--- src/rtl/cxu_responder.sv ---
// CXU responder: answers cx_req_* with a small ALU, an iterative shift-add multiplier
// and per-context 32-bit accumulators. One request in flight; outputs are registered.
module cxu_responder #(
    parameter logic [1:0] CXU_ID     = 2'd0,
    parameter int         NUM_STATES = 4
) (
    input  logic        clk,
    input  logic        reset,
    input  logic        cx_rst,
    input  logic        cx_req_valid,
    input  logic [1:0]  cx_cxu_id,
    input  logic [1:0]  cx_state_id,
    input  logic [24:0] cx_func,
    input  logic [31:0] cx_req_data0,
    input  logic [31:0] cx_req_data1,
    output logic        cx_resp_valid,
    output logic        cx_resp_state,
    output logic [3:0]  cx_resp_status,
    output logic [31:0] cx_resp_data,
    output logic        busy
);

    typedef enum logic [1:0] {IDLE, EXEC, MULT, RESP} state_e;

    localparam logic [2:0] NS = 3'(NUM_STATES);

    state_e      state_q, state_d;
    logic [2:0]  func_q, func_d;
    logic [1:0]  sid_q, sid_d;
    logic [31:0] a_q, a_d;
    logic [31:0] b_q, b_d;
    logic [31:0] prod_q, prod_d;
    logic [4:0]  cnt_q, cnt_d;
    logic [31:0] acc_q [4];
    logic [31:0] acc_d [4];
    logic [3:0]  dirty_q, dirty_d;
    logic        rv_q, rv_d;
    logic        rs_q, rs_d;
    logic [3:0]  st_q, st_d;
    logic [31:0] rd_q, rd_d;
    logic [31:0] prod_nxt;
    logic [31:0] acc_new;
    logic        uses_state;
    logic        unused_func;

    assign unused_func = ^cx_func[24:3];

    function automatic logic [31:0] popcnt(input logic [31:0] v);
        logic [31:0] c;
        c = '0;
        for (int i = 0; i < 32; i++) c = c + {31'd0, v[i]};
        return c;
    endfunction

    assign prod_nxt   = prod_q + (b_q[0] ? a_q : 32'd0);
    assign acc_new    = acc_q[sid_q] + prod_nxt;
    assign uses_state = (cx_func[2:0] == 3'd3) || (cx_func[2:0] == 3'd4) || (cx_func[2:0] == 3'd5);

    always_comb begin
        state_d = state_q;
        func_d  = func_q;
        sid_d   = sid_q;
        a_d     = a_q;
        b_d     = b_q;
        prod_d  = prod_q;
        cnt_d   = cnt_q;
        acc_d   = acc_q;
        dirty_d = dirty_q;
        rv_d    = 1'b0;
        rs_d    = 1'b0;
        st_d    = 4'd0;
        rd_d    = 32'd0;
        unique case (state_q)
            IDLE: begin
                if (cx_req_valid) begin
                    func_d = cx_func[2:0];
                    sid_d  = cx_state_id;
                    a_d    = cx_req_data0;
                    b_d    = cx_req_data1;
                    prod_d = 32'd0;
                    cnt_d  = 5'd0;
                    // Error responses skip execution and never touch accumulator state.
                    if (cx_cxu_id != CXU_ID) begin
                        state_d = RESP; rv_d = 1'b1; st_d = 4'd2;
                    end else if (uses_state && ({1'b0, cx_state_id} >= NS)) begin
                        state_d = RESP; rv_d = 1'b1; st_d = 4'd3;
                    end else if (cx_func[2:0] == 3'd7) begin
                        state_d = RESP; rv_d = 1'b1; st_d = 4'd1;
                    end else if (cx_func[2:0] == 3'd2 || cx_func[2:0] == 3'd3) begin
                        state_d = MULT;
                    end else begin
                        state_d = EXEC;
                    end
                end
            end
            EXEC: begin
                state_d = RESP;
                rv_d    = 1'b1;
                case (func_q)
                    3'd0: rd_d = a_q + b_q;
                    3'd1: rd_d = a_q - b_q;
                    3'd4: begin
                        rd_d = acc_q[sid_q];
                        rs_d = dirty_q[sid_q];
                    end
                    3'd5: begin
                        rd_d           = acc_q[sid_q];
                        rs_d           = 1'b1;
                        acc_d[sid_q]   = a_q;
                        dirty_d[sid_q] = 1'b1;
                    end
                    3'd6:    rd_d = popcnt(a_q);
                    default: rd_d = 32'd0;
                endcase
            end
            MULT: begin
                // One multiplier bit per cycle, LSB first; multiplicand shifts left.
                prod_d = prod_nxt;
                a_d    = a_q << 1;
                b_d    = b_q >> 1;
                cnt_d  = cnt_q + 5'd1;
                if (cnt_q == 5'd31) begin
                    state_d = RESP;
                    rv_d    = 1'b1;
                    if (func_q == 3'd3) begin
                        rd_d           = acc_new;
                        rs_d           = 1'b1;
                        acc_d[sid_q]   = acc_new;
                        dirty_d[sid_q] = 1'b1;
                    end else begin
                        rd_d = prod_nxt;
                    end
                end
            end
            RESP: state_d = IDLE;
            default: state_d = IDLE;
        endcase
        if (cx_rst) begin
            state_d = IDLE;
            dirty_d = 4'd0;
            for (int i = 0; i < 4; i++) acc_d[i] = 32'd0;
            rv_d = 1'b0;
            rs_d = 1'b0;
            st_d = 4'd0;
            rd_d = 32'd0;
        end
    end

    always_ff @(posedge clk or posedge reset) begin
        if (reset) begin
            state_q <= IDLE;
            func_q  <= 3'd0;
            sid_q   <= 2'd0;
            a_q     <= 32'd0;
            b_q     <= 32'd0;
            prod_q  <= 32'd0;
            cnt_q   <= 5'd0;
            for (int i = 0; i < 4; i++) acc_q[i] <= 32'd0;
            dirty_q <= 4'd0;
            rv_q    <= 1'b0;
            rs_q    <= 1'b0;
            st_q    <= 4'd0;
            rd_q    <= 32'd0;
        end else begin
            state_q <= state_d;
            func_q  <= func_d;
            sid_q   <= sid_d;
            a_q     <= a_d;
            b_q     <= b_d;
            prod_q  <= prod_d;
            cnt_q   <= cnt_d;
            acc_q   <= acc_d;
            dirty_q <= dirty_d;
            rv_q    <= rv_d;
            rs_q    <= rs_d;
            st_q    <= st_d;
            rd_q    <= rd_d;
        end
    end

    assign cx_resp_valid  = rv_q;
    assign cx_resp_state  = rs_q;
    assign cx_resp_status = st_q;
    assign cx_resp_data   = rd_q;
    // The acceptance cycle itself counts as busy, before the FSM has left IDLE.
    assign busy = ~reset & ((state_q != IDLE) | (cx_req_valid & ~cx_rst));

endmodule

--- config.mk ---
export PLATFORM = sky130hd
export DESIGN_NAME = cxu_responder
export DESIGN_NICKNAME = d
export VERILOG_FILES = /design/src/rtl/cxu_responder.sv
export SDC_FILE = /design/constraint.sdc
export NUM_CORES = 1
export LEC_CHECK = 0
export BUFFER_PORTS_ARGS = -buffer_cell sky130_fd_sc_hd__buf_4
export CORE_MARGIN = 2
export CORE_UTILIZATION = 50
export CTS_BUF_LIST = sky130_fd_sc_hd__clkbuf_4 sky130_fd_sc_hd__clkbuf_8
export DETAILED_ROUTE_END_ITERATION = 6
export PLACE_DENSITY_LB_ADDON = 0.08
export SLEW_MARGIN = 10
export SYNTH_ARGS = -nofsm -noshare
export SYNTH_HDL_FRONTEND = slang
export SYNTH_SLANG_ARGS = --single-unit
--- constraint.sdc ---
create_clock -name clk -period 13.78 [get_ports clk]
set_input_delay 4.134 -clock clk [delete_from_list [all_inputs] [get_ports clk]]
set_output_delay 4.134 -clock clk [all_outputs]
set_load 0.02 [all_outputs]
==> results.ini <==
[detailed_routing]
wl_per_cell_um = 21.76
drt-vias-per-instance = 5.978
drc = 0
drtAntennaViolNets = 0
vias = 16010
drtIter0Drc = 1118
routed_wl_um = 58270
dr.pass1.iters = 7

[worst_setup_path]
reg2reg_slack_ps = 6740
endpoint_kind = output pin
cp.arrival_ps = 4910
required_ps = 9650
critPathKind = in -> out
worstSetupStartpoint = cx_rst
crit_fanout = 26
cp-start-kind = primary input
timing.rr.start = b_q[0]

[finish]
area_delta_synth_final_pct = 12.32
num-fill-cells = 3406
seq_area_um2 = 6909
num_antenna_cells = 0
final_layout_size_suffix_gt1_share_pct = 13.43
multiInputGateArea_um2 = 11240
final_nets = 2358

[clock_tree]
root_buffer = clkbuf_8
cts_max_path_buffers = 3
clk_latency_ps = 660
post-cts-setup-buffers = 0
cts_made_buffers = 52
post_cts_resized = 0
cts_sinks = 276
cts.hold.buffers_added = 0
htreeDepth = 2
clkTransAtPathRegs_ps = 60
cts_tree = built

[synthesis]
syn_area_per_cell_um2 = 9.131
synth_edf_count = 0
synthesis.area_um2 = 18870
synth_xor_area_share_pct = 5.430
synthSimpleGateAreaFrac_pct = 13.99
ys_ff_latch = 276
synthArstFlopShare_pct = 100.0
seq_area_frac_synth_pct = 36.60
synth_fa_ha_area_share_pct = 10.02
yosys_warnings = 0
synth_ff_type = dfrtp_1
ys_types = 77
synthCells = 2067
synth_top_family_by_area = compound AO/OA/AOI/OAI gates
synth_compound_gate_area_share_pct = 20.81
synthMuxAreaShare_pct = 8.990

[floorplanning]
num_io_pins = 136
core_area_um2 = 37400
die_w_um = 198.3
initial_utilization_pct = 50.46
die_h_um = 198.3
num_rows = 71
die_area_um2 = 39320

[global_routing]
grt_pass1_wl_um = 89930
grt_pass1_vias = 15590
grt_overflow_total = 0
grt_antenna_before_repair = 1
grtUsageTotal_pct = 30.12
grt_max_degree = 124

[job]
maxCapViolCount = 0

[outcome]
status = complete, no violations

[timing]
relSlewSlack_pct = 23.71
worst_pin_slew_ps = 1142
setup_viol_count_final = 0
worst_hold_slack_ps = 472.2
clock.fmax_ghz = 0.1106
finClkSkew_ps = 45.11
rsz0062_at_grt = no
post-route-min-period_ps = 9043
hold_violations = 0
slew_viol_final = 0
setup_tns_ps = 0
fin_crit_sh_pct = 65.62

[placement]
gp_congestion = 0.9576
dp_hpwl_um = 42480
io_buffer_count = 111

[min_path]
hp-start = acc_q[53]
hold_path_class = reg -> reg

==> Yosys cell counts (6+ instances only) <==
master    number  share of area [%]
nor3_1        22               0.58
buf_1         21               0.42
nand4_1        8               0.27
a211oi_1      48                1.9
nand3_1       35               0.93
a22o_1        44                2.0
nand2b_1      18               0.60
ha_1         108                7.2
clkbuf_1      92                1.8
nor2b_1       18               0.60
o211ai_1       8               0.32
a21oi_1      144                3.8
xor2_1        51                2.4
and3_1        18               0.60
nor2_1       169                3.4
o21ai_0      210                5.6
a22oi_1        9               0.36
o41ai_1        6               0.28
xnor2_1       66                3.1
inv_1         82                1.6
a21o_1        37                1.5
a31oi_1       11               0.36
o21bai_1       8               0.32
o22ai_1       31                1.0
o31ai_1        8               0.32
fa_1          27                2.9
mux2_2        10               0.60
nand2_1      230                4.6
dfrtp_1      276                 37
buf_2          7               0.19
and2_1        15               0.50
o21a_1        15               0.60
mux4_2        33                3.9
mux2i_1       84                4.5
==> cell type report <==
class / count / area share (%)
multi-input combinational: 1588 / 53.02
tap: 511 / 3.016
clock buffer: 81 / 4.787
sequential: 276 / 32.59
timing repair buffer: 126 / 4.462
clock inverter: 14 / 0.6375
inverter: 82 / 1.487
==> final timing paths <==
| path | to | cells past startpoint |
|---|---|---|
| hold reg to reg | acc_q[53] | 2 |
| setup reg to reg | acc_q[60] | 22 |
| min in group asynchronous | cx_resp_data[10] | 2 |
| setup / recovery | busy | 4 |
| hold / removal | acc_q[53] | 2 |
| max in group asynchronous | acc_q[87] | 4 |
==> flip-flops by register name (all words and copies together), names as in the netlist <==
signal and flops:
func_q 3, a_q 32, cx_resp_status 2, cx_resp_state 1
cx_resp_data 32, dirty_q 4, cnt_q 5, sid_q 2
cx_resp_valid 1, prod_q 32, state_q 2, b_q 32
acc_q 128
==> metrics by stage <==
| step | instance area [µm²] | util [%] | worst slack, ps | instances |
|---|---|---|---|---|
| 2_1_floorplan | 18880 | - | 2037 | 2068 |
| 3_3_place_gp | 20050 | 53.60 | 4747 | 2583 |
| 3_5_place_dp | 20050 | 53.60 | 4753 | 2583 |
| 4_1_cts | 21200 | 56.68 | 4751 | 2678 |
| 5_1_grt | 21200 | 56.68 | 4701 | 2678 |
| 6_report | 21200 | 56.68 | 4737 | 2678 |
==> layout by cell type, fill, tap and decap left out, drive strengths merged, types with 35 or more instances in the layout <==
| cell | synthesis | routed |
|---|---|---|
| dfrtp | 276 | 276 |
| nand2 | 230 | 230 |
| o21ai | 213 | 213 |
| nor2 | 169 | 169 |
| a21oi | 144 | 144 |
| buf | 30 | 126 |
| ha | 108 | 108 |
| mux2i | 84 | 84 |
| inv | 82 | 84 |
| clkbuf | 92 | 81 |
| xnor2 | 66 | 66 |
| xor2 | 51 | 51 |
| a211oi | 48 | 48 |
| a22o | 44 | 44 |
| a21o | 37 | 37 |
| nand3 | 35 | 35 |
==> routing by layer <==
| layer | share of wire, % | track usage (%) | vias to the layer above |
|---|---|---|---|
| met4 | 4.3 | 13.48 | 0 |
| met1 | 44 | 40.68 | 7885 |
| met5 | 0 | 0 | - |
| li1 | - | - | 7578 |
| met2 | 47 | 48.20 | 431 |
| met3 | 4.4 | 4.377 | 116 |
==> logic make-up after synthesis <==
| logic type | count (synthesis) |
|---|---|
| AOI/OAI and AO/OA | 630 |
| muxes | 127 |
| DFF | 276 |
| other | 1 |
| adders and majority gates | 135 |
| and+or+nand+nor | 577 |
| xor gates and xnor gates | 117 |
| buffers and inverters | 204 |
==> worst max-delay path, stage by stage <==
cell      delay, ps
buf_4           350
nand2b_1        160
a21oi_1          60
buf_4           180
Power is not shown: default switching activity piles up to over one toggle a cycle in this logic, so the estimate is an artifact.
